===== src/rtl/fetch_pkg.sv =====
// ----------------------------------------------------------------------------
// fetch_pkg
// Shared definitions for the instruction-fetch stage: FSM state encoding,
// the NOP encoding used for IF/ID bubbles, and the PC increment helper.
// ----------------------------------------------------------------------------
package fetch_pkg;

    typedef enum logic [1:0] {
        BOOT = 2'd0,  // post-reset, no request yet
        REQ  = 2'd1,  // request outstanding at pc
        HOLD = 2'd2,  // fetched word parked in the hold buffer (stall)
        DROP = 2'd3   // request for a squashed path still in flight
    } fetch_state_e;

    localparam logic [31:0] NOP_INSTR = 32'h0000_0000;
    localparam logic [31:0] PC_INC    = 32'd4;

    // Modulo-2^32 increment; the low two bits are carried through unchanged.
    function automatic logic [31:0] pc_next(input logic [31:0] pc);
        return pc + PC_INC;
    endfunction

endpackage


===== src/rtl/fetch_holdbuf.sv =====
// ----------------------------------------------------------------------------
// fetch_holdbuf
// One-entry instruction buffer. Captures a fetched word when the pipeline
// cannot accept it, so the stall does not cost a re-fetch.
// Ports:
//   clk_i    clock
//   rst_ni   asynchronous active-low reset
//   load_i   capture data_i (wins over clr_i)
//   clr_i    drop the held word
//   data_i   word to capture
//   data_o   held word (NOP when empty)
//   valid_o  buffer holds a word
// ----------------------------------------------------------------------------
module fetch_holdbuf
    import fetch_pkg::*;
(
    input  logic        clk_i,
    input  logic        rst_ni,
    input  logic        load_i,
    input  logic        clr_i,
    input  logic [31:0] data_i,
    output logic [31:0] data_o,
    output logic        valid_o
);

    logic [31:0] data_q, data_d;
    logic        valid_q, valid_d;

    always_comb begin
        data_d  = data_q;
        valid_d = valid_q;
        if (load_i) begin
            data_d  = data_i;
            valid_d = 1'b1;
        end else if (clr_i) begin
            data_d  = NOP_INSTR;
            valid_d = 1'b0;
        end
    end

    always_ff @(posedge clk_i or negedge rst_ni) begin
        if (!rst_ni) begin
            data_q  <= NOP_INSTR;
            valid_q <= 1'b0;
        end else begin
            data_q  <= data_d;
            valid_q <= valid_d;
        end
    end

    assign data_o  = data_q;
    assign valid_o = valid_q;

endmodule


===== src/rtl/fetch_stage.sv =====
// ----------------------------------------------------------------------------
// fetch_stage
// Instruction fetch and IF/ID pipeline register of the 5-stage MIPS pipeline.
// Owns the PC, talks to instruction memory over a req/ack handshake and
// delivers instructions into IF/ID without loss or duplication under
// load-use stalls, branch/jump redirects and variable memory latency.
// Ports:
//   clk, rst_n             clock, asynchronous active-low reset
//   pc_write, if_id_write  hazard-unit enables; both must be 1 to advance
//   redirect_valid/_pc     taken branch/jump; flushes IF and IF/ID
//   imem_req/_addr         fetch request, held stable until acked
//   imem_ack/_rdata        memory response, data valid in the ack cycle only
//   if_id_valid            IF/ID holds a real instruction (0 = bubble)
//   if_id_instr            IF/ID instruction (NOP when invalid)
//   if_id_pc_plus4         PC+4 of the IF/ID instruction
// ----------------------------------------------------------------------------
module fetch_stage
    import fetch_pkg::*;
#(
    parameter logic [31:0] RESET_PC = 32'h0000_0000
) (
    input  logic        clk,
    input  logic        rst_n,
    input  logic        pc_write,
    input  logic        if_id_write,
    input  logic        redirect_valid,
    input  logic [31:0] redirect_pc,
    output logic        imem_req,
    output logic [31:0] imem_addr,
    input  logic        imem_ack,
    input  logic [31:0] imem_rdata,
    output logic        if_id_valid,
    output logic [31:0] if_id_instr,
    output logic [31:0] if_id_pc_plus4
);

    fetch_state_e state_q, state_d;
    logic [31:0]  pc_q, pc_d;
    logic [31:0]  pend_pc_q, pend_pc_d;
    logic         ifid_valid_q, ifid_valid_d;
    logic [31:0]  ifid_instr_q, ifid_instr_d;
    logic [31:0]  ifid_pc4_q, ifid_pc4_d;

    logic         hb_load, hb_clr, hb_valid;
    logic [31:0]  hb_data;
    logic         adv;

    // A disagreement between the two hazard enables is treated as a stall.
    assign adv = pc_write & if_id_write;

    fetch_holdbuf u_holdbuf (
        .clk_i   (clk),
        .rst_ni  (rst_n),
        .load_i  (hb_load),
        .clr_i   (hb_clr),
        .data_i  (imem_rdata),
        .data_o  (hb_data),
        .valid_o (hb_valid)
    );

    always_comb begin
        state_d      = state_q;
        pc_d         = pc_q;
        pend_pc_d    = pend_pc_q;
        ifid_valid_d = ifid_valid_q;
        ifid_instr_d = ifid_instr_q;
        ifid_pc4_d   = ifid_pc4_q;
        hb_load      = 1'b0;
        hb_clr       = 1'b0;

        unique case (state_q)
            BOOT: begin
                state_d = REQ;
            end

            REQ: begin
                if (redirect_valid) begin
                    // Redirect beats stall: flush IF/ID, squash this fetch.
                    ifid_valid_d = 1'b0;
                    ifid_instr_d = NOP_INSTR;
                    if (imem_ack) begin
                        pc_d = redirect_pc;
                    end else begin
                        // Request must stay stable until acked, so park the
                        // target and drain the in-flight fetch first.
                        pend_pc_d = redirect_pc;
                        state_d   = DROP;
                    end
                end else if (imem_ack) begin
                    if (adv) begin
                        ifid_valid_d = 1'b1;
                        ifid_instr_d = imem_rdata;
                        ifid_pc4_d   = pc_next(pc_q);
                        pc_d         = pc_next(pc_q);
                    end else begin
                        hb_load = 1'b1;
                        state_d = HOLD;
                    end
                end else if (adv) begin
                    ifid_valid_d = 1'b0;
                    ifid_instr_d = NOP_INSTR;
                end
            end

            HOLD: begin
                if (redirect_valid) begin
                    ifid_valid_d = 1'b0;
                    ifid_instr_d = NOP_INSTR;
                    hb_clr       = 1'b1;
                    pc_d         = redirect_pc;
                    state_d      = REQ;
                end else if (adv) begin
                    ifid_valid_d = hb_valid;
                    ifid_instr_d = hb_data;
                    ifid_pc4_d   = pc_next(pc_q);
                    pc_d         = pc_next(pc_q);
                    hb_clr       = 1'b1;
                    state_d      = REQ;
                end
            end

            DROP: begin
                // Nothing real can enter IF/ID while draining the dead fetch.
                if (redirect_valid || adv) begin
                    ifid_valid_d = 1'b0;
                    ifid_instr_d = NOP_INSTR;
                end
                if (imem_ack) begin
                    pc_d    = redirect_valid ? redirect_pc : pend_pc_q;
                    state_d = REQ;
                end else if (redirect_valid) begin
                    pend_pc_d = redirect_pc;
                end
            end

            default: begin
                state_d = BOOT;
            end
        endcase
    end

    always_ff @(posedge clk or negedge rst_n) begin
        if (!rst_n) begin
            state_q      <= BOOT;
            pc_q         <= RESET_PC;
            pend_pc_q    <= 32'h0;
            ifid_valid_q <= 1'b0;
            ifid_instr_q <= NOP_INSTR;
            ifid_pc4_q   <= 32'h0;
        end else begin
            state_q      <= state_d;
            pc_q         <= pc_d;
            pend_pc_q    <= pend_pc_d;
            ifid_valid_q <= ifid_valid_d;
            ifid_instr_q <= ifid_instr_d;
            ifid_pc4_q   <= ifid_pc4_d;
        end
    end

    // Decoded from registered state only; no path from imem_ack.
    assign imem_req       = (state_q == REQ) || (state_q == DROP);
    assign imem_addr      = pc_q;
    assign if_id_valid    = ifid_valid_q;
    assign if_id_instr    = ifid_instr_q;
    assign if_id_pc_plus4 = ifid_pc4_q;

endmodule


===== config.mk =====
export PLATFORM = sky130hd
export DESIGN_NAME = fetch_stage
export DESIGN_NICKNAME = d
export VERILOG_FILES = /design/src/rtl/fetch_pkg.sv /design/src/rtl/fetch_holdbuf.sv /design/src/rtl/fetch_stage.sv
export SDC_FILE = /design/constraint.sdc
export NUM_CORES = 1
export LEC_CHECK = 0
export BUFFER_PORTS_ARGS = -buffer_cell sky130_fd_sc_hd__buf_2
export CORE_ASPECT_RATIO = 2
export CORE_UTILIZATION = 24
export DETAILED_ROUTE_END_ITERATION = 16
export GPL_TIMING_DRIVEN = 0
export PLACE_DENSITY = 0.41
export SLEW_MARGIN = 20
export SYNTH_ARGS = -nofsm -noshare
export SYNTH_HDL_FRONTEND = slang
export SYNTH_HIERARCHICAL = 1
export SYNTH_SLANG_ARGS = --single-unit
export TNS_END_PERCENT = 30

===== constraint.sdc =====
create_clock -name clk -period 1.93 [get_ports clk]
set_input_delay 0.0965 -clock clk [delete_from_list [all_inputs] [get_ports clk]]
set_output_delay 0.0965 -clock clk [all_outputs]
set_load 0.03 [all_outputs]

==> results of run 1 <==
[synth_stat cells (all sizes together) (12+ instances only)]
cell and instances:
a21oi 53, a22o 34, a22oi 34, a31oi 17, buf 23, clkbuf 47, dfrtp 164, inv 12
mux2 28, mux2i 15, nand2 61, nand3 14, nand4 15, nor2 69, nor3 14, o21ai 38
[power by group through the flow]
stage               clock network (W)  logic, W  registers [W]
floorplan                           0   0.00186        0.00617
global placement                    0   0.00449        0.00511
detailed placement                  0   0.00453        0.00513
CTS                           0.00366   0.00489        0.00508
global route                  0.00379   0.00525        0.00524
finish                        0.00354   0.00488        0.00510
[sequential cells by signal, summed over array words and instances, names as in the netlist]
signal / flops
if_id_instr: 32
if_id_pc_plus4: 32
if_id_valid: 1
imem_addr: 32
pend_pc_q: 32
state_q: 2
u_holdbuf/data_o: 32
u_holdbuf/valid_o: 1
[per-layer routing]
layer | vias to the layer above | GRT usage, % | routed length [um]
met5 | - | 0 | 0
met4 | 0 | 9.50 | 1190
met3 | 56 | 3.25 | 1000
met2 | 200 | 36.5 | 17700
met1 | 3585 | 18.3 | 11100
li1 | 3515 | - | -
[worst max-delay path by stage]
stage	depth (start not counted)	endpoint	slack [ns]	start
floorplan	6	if_id_pc_plus4[30]$_DFFE_PN0P_	-0.10	imem_addr[10]$_DFFE_PN0P_
global placement	1	imem_addr[19]$_DFFE_PN0P_	-2.55	rst_n
detailed placement	6	imem_addr[7]$_DFFE_PN0P_	-0.76	state_q[0]$_DFFE_PN0P_
CTS	6	if_id_pc_plus4[30]$_DFFE_PN0P_	-0.01	imem_addr[7]$_DFFE_PN0P_
global route	5	if_id_pc_plus4[26]$_DFFE_PN0P_	-0.03	imem_addr[15]$_DFFE_PN0P_
finish	5	imem_addr[20]$_DFFE_PN0P_	0.03	imem_addr[2]$_DFFE_PN0P_
[metrics by stage]
| stage | TNS (ns) | instances |
|---|---|---|
| 6_report | 0 | 1522 |
| 5_1_grt | -0.298 | 1522 |
| 4_1_cts | -0.0288 | 1517 |
| 3_5_place_dp | -72.81 | 1397 |
| 3_3_place_gp | -439.14 | 1395 |
| 2_1_floorplan | -0.418 | 796 |
[kinds of logic after synthesis]
| group | Yosys count |
|---|---|
| AOI/OAI and AO/OA | 249 |
| and+or+nand+nor | 242 |
| DFF | 164 |
| buffers and inverters | 82 |
| muxes | 43 |
| xor gates and xnor gates | 15 |
| adders and majority gates | 1 |
[what timing repair did]
item                                    in CTS  in global routing
endpoints found under the setup margin     147                 93
buffers inserted                            25                  6
pin swaps                                    8                  6
resized for setup                           69                 33
hold endpoints to repair                   196                  0
hold buffers                                67                  0
[worst min-delay path, cell delays in order]
cell	delay [ns]
buf_2	0.18
nor2b_1	0.09
o21ai_0	0.08
nand2_1	0.05
[area by class of cell]
| class | count | area, um2 |
|---|---|---|
| well taps | 432 | 541 |
| clock inverters | 9 | 103 |
| multi-input cells | 550 | 3730 |
| flip-flops and latches | 164 | 4130 |
| fillers | 3475 | 21600 |
| repair buffers | 267 | 1830 |
| diodes | 1 | 2.50 |
| plain buffers | 64 | 418 |
| clock buffers | 23 | 488 |
| inverters | 12 | 45.0 |
==> results.sh, run 1 <==
export IMPL_clk_pin_slew_worst_paths_ns=0.07
export IMPL_pre_cts_ws_ns=-0.762
export IMPL_syn_inst=796
export IMPL_combPwrFrac_pct=36.1
export IMPL_pwr_share_seq_pct=37.7
export IMPL_setup_ws_ns=0.0293
export IMPL_drcViolationCount=0
export IMPL_antenna_found_initial=1
export IMPL_grt_max_degree=68
export IMPL_p_leak_nw=5.00
export IMPL_cts_tree="built"
export IMPL_synth_top_family_by_area="compound AO/OA/AOI/OAI gates"
export IMPL_final_common_cell="buf_2"
export IMPL_synthMuxAreaShare_pct=5.77
export IMPL_finalWirelength_um=31000
export IMPL_cp_data_required_time_ns=2.27
export IMPL_tightest_slew_ns=0.683
export IMPL_path_class="register to register"
export IMPL_r2r_slack_ns=0.03
export IMPL_placed_cell_area_um2=9570
export IMPL_clk_path_buf_depth=2
export IMPL_hold_violations=0
export IMPL_status="complete, no violations"
export IMPL_overflow=0
export IMPL_crit_path_end_kind="register"
export IMPL_path_buf_inv=0
export IMPL_synth_compound_area_share_pct=21.4
export IMPL_critPathSlowestCell="or4_1"
export IMPL_netlist_area_um2=8070
export IMPL_layout_drive_gt1_share_pct=33.2
export IMPL_wire_per_inst_um=20.4
export IMPL_final_area_um2=11300
export IMPL_hold_end="state_q[1]$_DFFE_PN0P_"
export IMPL_cts_buffers_inserted=17
export IMPL_ys_ff_latch=164
export IMPL_synth_xor_area_share_pct=1.63
export IMPL_htree_levels=4
export IMPL_min_delay_start="imem_ack"
export IMPL_ant_nets=0
export IMPL_vdd_drop_max_mv=0.653
export IMPL_die_area_um2=34400
export IMPL_final_cell_mix="buf_2 (174), dfrtp_1 (146), dlygate4sd3_1 (67), nor2_1 (65), nand2_1 (58)"
export IMPL_fin_crit_sh_pct=98.5
export IMPL_path_cells="ha_4, and4_4, nand4_1, or4_1, o2111a_1"
export IMPL_routabilityCongestion=0.832
export IMPL_drt_vias_per_instance=4.83
export IMPL_nNetsFinal=1147
export IMPL_arrival_ns=2.24
export IMPL_synth_fa_ha_area_share_pct=0.155
export IMPL_hold_path_depth=4
export IMPL_max_cap_violations=0
export IMPL_power_total_w=0.0135
export IMPL_clock_sinks=164
export IMPL_crit_family="simple AND/OR/NAND/NOR gates"
export IMPL_clock_power_share_pct=26.2
export IMPL_drt_first_pass_iters=5
export IMPL_switching_power_w=0.00532
export IMPL_slew_violations=0
export IMPL_holdWs_ns=0.0951
export IMPL_fin_util_pct=34.3
export IMPL_ys_flop_type="dfrtp_1"
export IMPL_start_kind="register"
export IMPL_crit_path_max_fanout=6
export IMPL_worstReg2RegEnd="imem_addr[20]$_DFFE_PN0P_"
export IMPL_power_density_nw_per_um2=1200
export IMPL_switching_share_pct=39.4
export IMPL_critPathMaxStageDelay_ns=0.46
export IMPL_cellInternalPower_w=0.00820
export IMPL_synthesis_nets=867
export IMPL_synth_largest_area_cell="dfrtp_1"
export IMPL_relSlewSlack_pct=54.5
export IMPL_fin_crit_ns=1.90
export IMPL_synthSimpleGateAreaFrac_pct=15.6
export IMPL_seq_area_frac_synth_pct=50.9
export IMPL_max_freq_mhz=526
export IMPL_io_pins=168
export IMPL_hpwl_um=23400
export IMPL_reg2reg_depth=5
export IMPL_die_y_um=261
export IMPL_track_usage_pct=18.5
export IMPL_worstReg2RegStart="imem_addr[2]$_DFFE_PN0P_"
export IMPL_hold_class="input pin to register"
export IMPL_clockRootBuffer="clkbuf_16"
export IMPL_rsz0062_at_grt="yes"
export IMPL_initial_core_util_pct=24.5
export IMPL_grt_pass1_wl_um=47300
export IMPL_synth_edf_count=0
export IMPL_grt_pass1_vias=7622
export IMPL_drt_iter0_markers=399
export IMPL_synth_area_per_cell_um2=10.1
export IMPL_io_buffers=167
export IMPL_async_reset_ff_share_pct=100
export IMPL_fin_skew_ns=0.00855
export IMPL_setup_viol=0
export IMPL_synth_top_cell_area_share_pct=50.9
export IMPL_synth_cell_types=62
export IMPL_num_rows=94
export IMPL_syn_to_final_growth_pct=40.0
export IMPL_clk_latency_ns=0.45
export IMPL_ys_warnings_count=6
export IMPL_core_um2=32900
export IMPL_synthTopCellsByArea="dfrtp_1 (51%), mux2_2 (3.9%), a22o_1 (3.5%)"
export IMPL_fp_dieW_um=132
export IMPL_num_vias=7356
Note: power is estimated with default switching activity, not from simulation.
==> run 2: changes to the inputs <==
--- a/config.mk
+++ b/config.mk
@@ -7,10 +7,10 @@
 export LEC_CHECK = 0
 export BUFFER_PORTS_ARGS = -buffer_cell sky130_fd_sc_hd__buf_2
 export CORE_ASPECT_RATIO = 2
-export CORE_UTILIZATION = 24
+export CORE_UTILIZATION = 45
 export DETAILED_ROUTE_END_ITERATION = 16
 export GPL_TIMING_DRIVEN = 0
-export PLACE_DENSITY = 0.41
+export PLACE_DENSITY = 0.68
 export SLEW_MARGIN = 20
 export SYNTH_ARGS = -nofsm -noshare
 export SYNTH_HDL_FRONTEND = slang
==> results.sh, run 2 (synthesis gave the netlist of run 1 again) <==
export IMPL_status="complete, but fails checks"
export IMPL_violations="negative setup slack"
export IMPL_critPathMaxStageDelay_ns=0.57
export IMPL_num_fill_cells=1443
export IMPL_track_usage_pct=27.9
export IMPL_combPwrFrac_pct=34.4
export IMPL_clock_sinks=164
export IMPL_nNetsFinal=1137
export IMPL_grt_pass1_vias=7754
export IMPL_syn_to_final_growth_pct=35.8
export IMPL_switching_power_w=0.00516
export IMPL_clock_power_share_pct=28.4
export IMPL_start_kind="register"
export IMPL_path_cells="buf_6, nand4_4, or4_4, buf_6, or4_1, a31oi_1"
export IMPL_placed_cell_area_um2=9300
export IMPL_layout_drive_gt1_share_pct=32.2
export IMPL_relSlewSlack_pct=58.6
export IMPL_fin_util_pct=63.1
export IMPL_cellInternalPower_w=0.00854
export IMPL_cts_buffers_inserted=17
export IMPL_antennaDiodeCount=0
export IMPL_slew_violations=0
export IMPL_num_rows=68
export IMPL_final_common_cell="buf_2"
export IMPL_cp_data_required_time_ns=2.28
export IMPL_fin_crit_sh_pct=104
export IMPL_setup_viol=2
export IMPL_finalWirelength_um=25700
export IMPL_max_freq_mhz=499
export IMPL_clk_path_buf_depth=2
export IMPL_critPathSlowestCell="or4_4"
export IMPL_crit_path_max_fanout=8
export IMPL_drt_vias_per_instance=5.81
export IMPL_setup_tns_ns=-0.137
export IMPL_htree_levels=4
export IMPL_crit_path_end_kind="register"
export IMPL_finalNonFillerCells=1289
export IMPL_hold_violations=0
export IMPL_hold_class="input pin to register"
export IMPL_antenna_found_initial=0
export IMPL_final_cell_mix="buf_2 (173), dfrtp_1 (147), nor2_1 (67), dlygate4sd3_1 (65), nand2_1 (58)"
export IMPL_final_area_um2=11000
export IMPL_path_common_cell="buf_6"
export IMPL_clockRootBuffer="clkbuf_16"
export IMPL_rsz0062_at_grt="yes"
export IMPL_io_pins=168
export IMPL_fin_skew_ns=0.0102
export IMPL_power_density_nw_per_um2=1250
export IMPL_pwr_share_seq_pct=37.2
export IMPL_drt_iter0_markers=392
export IMPL_clk_pin_slew_worst_paths_ns=0.07
export IMPL_r2r_slack_ns=-0.08
export IMPL_initial_core_util_pct=46.5
export IMPL_fin_crit_ns=2.01
export IMPL_grt_max_degree=63
export IMPL_overflow=0
export IMPL_drcViolationCount=0
export IMPL_dp_cells=1175
export IMPL_clk_latency_ns=0.43
export IMPL_switching_share_pct=37.7
export IMPL_cts_tree="built"
export IMPL_core_um2=17400
export IMPL_power_total_w=0.0137
export IMPL_num_vias=7493
export IMPL_tightest_slew_ns=0.620
export IMPL_hpwl_um=18600
export IMPL_routabilityCongestion=0.909
export IMPL_max_cap_violations=0
export IMPL_die_y_um=191
export IMPL_grt_pass1_wl_um=40100
export IMPL_vdd_drop_max_mv=0.694
export IMPL_fp_dieW_um=96.7
export IMPL_wire_per_inst_um=19.9
export IMPL_io_buffers=167
export IMPL_die_area_um2=18500
export IMPL_path_class="register to register"
export IMPL_ant_nets=0
export IMPL_arrival_ns=2.36
export IMPL_setup_ws_ns=-0.0758
export IMPL_drt_first_pass_iters=5
export IMPL_p_leak_nw=4.97
-- run 2: changes by cell type in the layout (fill, tap and decap cells not counted), sizes merged --
| cell | previous run | this run |
|---|---|---|
| dlygate4sd3 | 67 | 65 |
| clkbuf | 63 | 62 |
| bufinv | 2 | 6 |
| buf | 224 | 213 |
| inv | 12 | 13 |
| diode | 1 | 0 |
| clkinvlp | 3 | 2 |
-- run 2: cell type report --
type	count	area, um2	area share (%)
Tap cell	210	263	2.40
Timing Repair Buffer	257	1740	15.9
Multi-Input combinational cell	550	3720	33.9
Sequential cell	164	4130	37.7
Clock inverter	13	231	2.11
Clock buffer	19	433	3.95
Buffer	64	403	3.68
Inverter	12	45.0	0.411
-- run 2: layer usage --
| metal | global-route usage [%] | part of all wire (%) | vias up |
|---|---|---|---|
| met3 | 4.39 | 4.8 | 82 |
| met1 | 28.5 | 35 | 3604 |
| met4 | 19.8 | 5.4 | 0 |
| met5 | 0 | 0 | - |
| li1 | - | - | 3508 |
| met2 | 51.1 | 54 | 299 |
-- run 2: timing repair --
item,4_1_cts,5_1_grt
endpoints found under the hold margin,250,0
gates resized for setup,40,48
buffers inserted,7,16
endpoints found under the setup margin,139,131
hold buffers,65,0
pin swaps,5,11
-- run 2: power groups by stage --
stage | Combinational (W) | Sequential, W | Clock (W)
after floorplan | 0.00186 | 0.00617 | 0
after global placement | 0.00434 | 0.00504 | 0
after detailed placement | 0.00442 | 0.00507 | 0
after CTS | 0.00461 | 0.00502 | 0.00392
after global routing | 0.00505 | 0.00522 | 0.00406
final | 0.00471 | 0.00510 | 0.00388
-- run 2: metrics by stage --
step | setup slack, ns | hold WS (ns)
after floorplan | -0.104 | -0.199
after global placement | -2.13 | 0.341
after detailed placement | -0.568 | 0.0217
after CTS | -0.130 | 0.0148
after global routing | -0.153 | 0.0622
final | -0.0758 | 0.0223
-- run 2: worst paths after layout --
path / startpoint / endpoint / cells past startpoint
setup / recovery: imem_addr[10]$_DFFE_PN0P_ / if_id_pc_plus4[26]$_DFFE_PN0P_ / 6
hold / removal: pc_write / state_q[0]$_DFFE_PN0P_ / 3
setup reg to reg: imem_addr[10]$_DFFE_PN0P_ / if_id_pc_plus4[26]$_DFFE_PN0P_ / 6
hold reg to reg: if_id_pc_plus4[13]$_DFFE_PN0P_ / if_id_pc_plus4[13]$_DFFE_PN0P_ / 2
max in group asynchronous: rst_n / imem_addr[19]$_DFFE_PN0P_ / 3
min in group asynchronous: rst_n / if_id_instr[25]$_DFFE_PN0P_ / 2
-- run 2: worst max-delay path: cells and delay by family, from the launching register on --
| kind | cells | cell delay [ns] |
|---|---|---|
| simple gates | 3 | 1.12 |
| flops | 1 | 0.37 |
| buf+inv | 2 | 0.27 |
| compound gates | 1 | 0.16 |
==> run 3: changes to the inputs <==
==> constraint.sdc (replaced) <==
create_clock -name clk -period 1.93 [get_ports clk]
set_input_delay 0.193 -clock clk [delete_from_list [all_inputs] [get_ports clk]]
set_output_delay 0.193 -clock clk [all_outputs]
set_load 0.03 [all_outputs]
==> results.sh, run 3 (synthesis gave the netlist of run 1 again) <==
export IMPL_status="complete, but fails checks"
export IMPL_violations="negative setup slack"
export IMPL_die_area_um2=18500
export IMPL_die_y_um=191
export IMPL_start_kind="register"
export IMPL_power_density_nw_per_um2=1300
export IMPL_cts_buffers_inserted=17
export IMPL_overflow=0
export IMPL_arrival_ns=2.36
export IMPL_seqCellArea_um2=4130
export IMPL_grt_max_degree=63
export IMPL_antenna_found_initial=5
export IMPL_reg2reg_depth=6
export IMPL_r2r_slack_ns=-0.07
export IMPL_io_buffers=167
export IMPL_grt_pass1_vias=7426
export IMPL_setup_ws_ns=-0.0717
export IMPL_final_cell_mix="buf_2 (175), dfrtp_1 (147), nor2_1 (67), nand2_1 (58), a21oi_1 (51)"
export IMPL_cts_tree="built"
export IMPL_wire_per_inst_um=20.1
export IMPL_fin_crit_sh_pct=104
export IMPL_clk_path_buf_depth=2
export IMPL_fin_util_pct=60.0
export IMPL_routabilityCongestion=0.909
export IMPL_rsz0062_at_grt="yes"
export IMPL_holdWs_ns=0.00379
export IMPL_ant_nets=0
export IMPL_vdd_drop_max_mv=0.698
export IMPL_clock_sinks=164
export IMPL_num_vias=7248
export IMPL_num_fill_cells=1508
export IMPL_multi_input_area_um2=3720
export IMPL_setup_viol=2
export IMPL_crit_end="if_id_pc_plus4[26]$_DFFE_PN0P_"
export IMPL_finalWirelength_um=25000
export IMPL_io_pins=168
export IMPL_drcViolationCount=0
export IMPL_fin_crit_ns=2.00
export IMPL_core_um2=17400
export IMPL_nNetsFinal=1083
export IMPL_max_freq_mhz=500
export IMPL_drt_first_pass_iters=5
export IMPL_htree_levels=4
export IMPL_tightest_slew_ns=0.627
export IMPL_hold_class="input pin to register"
export IMPL_clk_latency_ns=0.44
export IMPL_crit_path_max_fanout=8
export IMPL_hpwl_um=18600
export IMPL_num_rows=68
export IMPL_hold_violations=0
export IMPL_fin_skew_ns=0.0117
export IMPL_final_common_cell="buf_2"
export IMPL_p_leak_nw=4.74
export IMPL_layout_drive_gt1_share_pct=33.9
export IMPL_syn_to_final_growth_pct=29.2
export IMPL_worstReg2RegStart="imem_addr[10]$_DFFE_PN0P_"
export IMPL_worstReg2RegEnd="if_id_pc_plus4[26]$_DFFE_PN0P_"
export IMPL_drt_vias_per_instance=5.85
export IMPL_clk_pin_slew_worst_paths_ns=0.07
export IMPL_crit_path_end_kind="register"
export IMPL_path_class="register to register"
export IMPL_grt_pass1_wl_um=39000
export IMPL_fp_dieW_um=96.7
export IMPL_cp_data_required_time_ns=2.29
export IMPL_initial_core_util_pct=46.5
export IMPL_drt_iter0_markers=485
export IMPL_startpoint="imem_addr[10]$_DFFE_PN0P_"
export IMPL_slew_violations=0
export IMPL_relSlewSlack_pct=58.2
export IMPL_clockRootBuffer="clkbuf_16"
export IMPL_track_usage_pct=27.3
export IMPL_max_cap_violations=0
## run 3: changes by cell type in the layout (fill, tap and decap cells not counted), sizes merged
cell         delta
clkbuf          -2
dlygate4sd3    -54
diode           +4
buf             +2
## run 3: worst min-delay path by stage
stage / slack [ns] / endpoint / startpoint / cells after the start
final: 0.004 / u_holdbuf/data_o[12]$_DFFE_PN0P_ / imem_rdata[12] / 2
after global routing: 0.006 / u_holdbuf/data_o[27]$_DFFE_PN0P_ / imem_rdata[27] / 2
after CTS: 0.00004 / u_holdbuf/data_o[31]$_DFFE_PN0P_ / imem_rdata[31] / 2
after detailed placement: 0.12 / if_id_instr[25]$_DFFE_PN0P_ / rst_n / 1
after global placement: 0.44 / pend_pc_q[18]$_DFFE_PN0P_ / redirect_pc[18] / 2
after floorplan: -0.10 / if_id_instr[0]$_DFFE_PN0P_ / rst_n / 0
## run 3: critical path, stage by stage (launching register included)
cell	delay [ns]
dfrtp_2	0.37
buf_6	0.12
nand4_4	0.16
or4_4	0.57
buf_6	0.15
or4_1	0.39
a31oi_1	0.16
## run 3: final cells by class
type | instances | area share [%]
clock inverter | 13 | 2.22
inverter | 12 | 0.432
sequential | 164 | 39.6
multi-input combinational | 550 | 35.7
timing repair buffer | 203 | 11.5
tap | 210 | 2.52
buffer | 64 | 3.83
clock buffer | 19 | 4.15
antenna | 4 | 0.0961
## run 3: repair_timing
item                       in CTS  in global routing
setup endpoints to repair     141                102
hold buffers                    8                  3
hold endpoints to repair       52                  3
setup buffers                   7                 16
pin swaps                       5                 11
gates resized for setup        43                 43
## run 3: routing by layer
metal	global-route usage [%]	wire length, um	vias up
li1	-	-	3395
met1	28.0	8820	3482
met2	49.6	13400	284
met3	4.97	1280	87
met4	18.8	1480	0
met5	0	0	-
## run 3: stage by stage
stage | setup slack (ns) | power [W] | std cells | setup TNS, ns | instance area, um2
finish | -0.0717 | 0.0136 | 1239 | -0.129 | 10400
global route | -0.153 | 0.0142 | 1239 | -0.699 | 10400
CTS | -0.130 | 0.0135 | 1220 | -0.580 | 10200
detailed placement | -0.653 | 0.00950 | 1175 | -52.87 | 9300
global placement | -2.23 | 0.00938 | 1173 | -369.67 | 9230
floorplan | -0.104 | 0.00803 | 796 | -0.418 | 8130
## run 3: where the power goes
group | switching, W | internal, W | total (W) | leakage (nW)
clock network | 0.00145 | 0.00243 | 0.00388 | 0.318
registers | 0.000729 | 0.00436 | 0.00509 | 1.97
logic | 0.00294 | 0.00167 | 0.00461 | 2.45
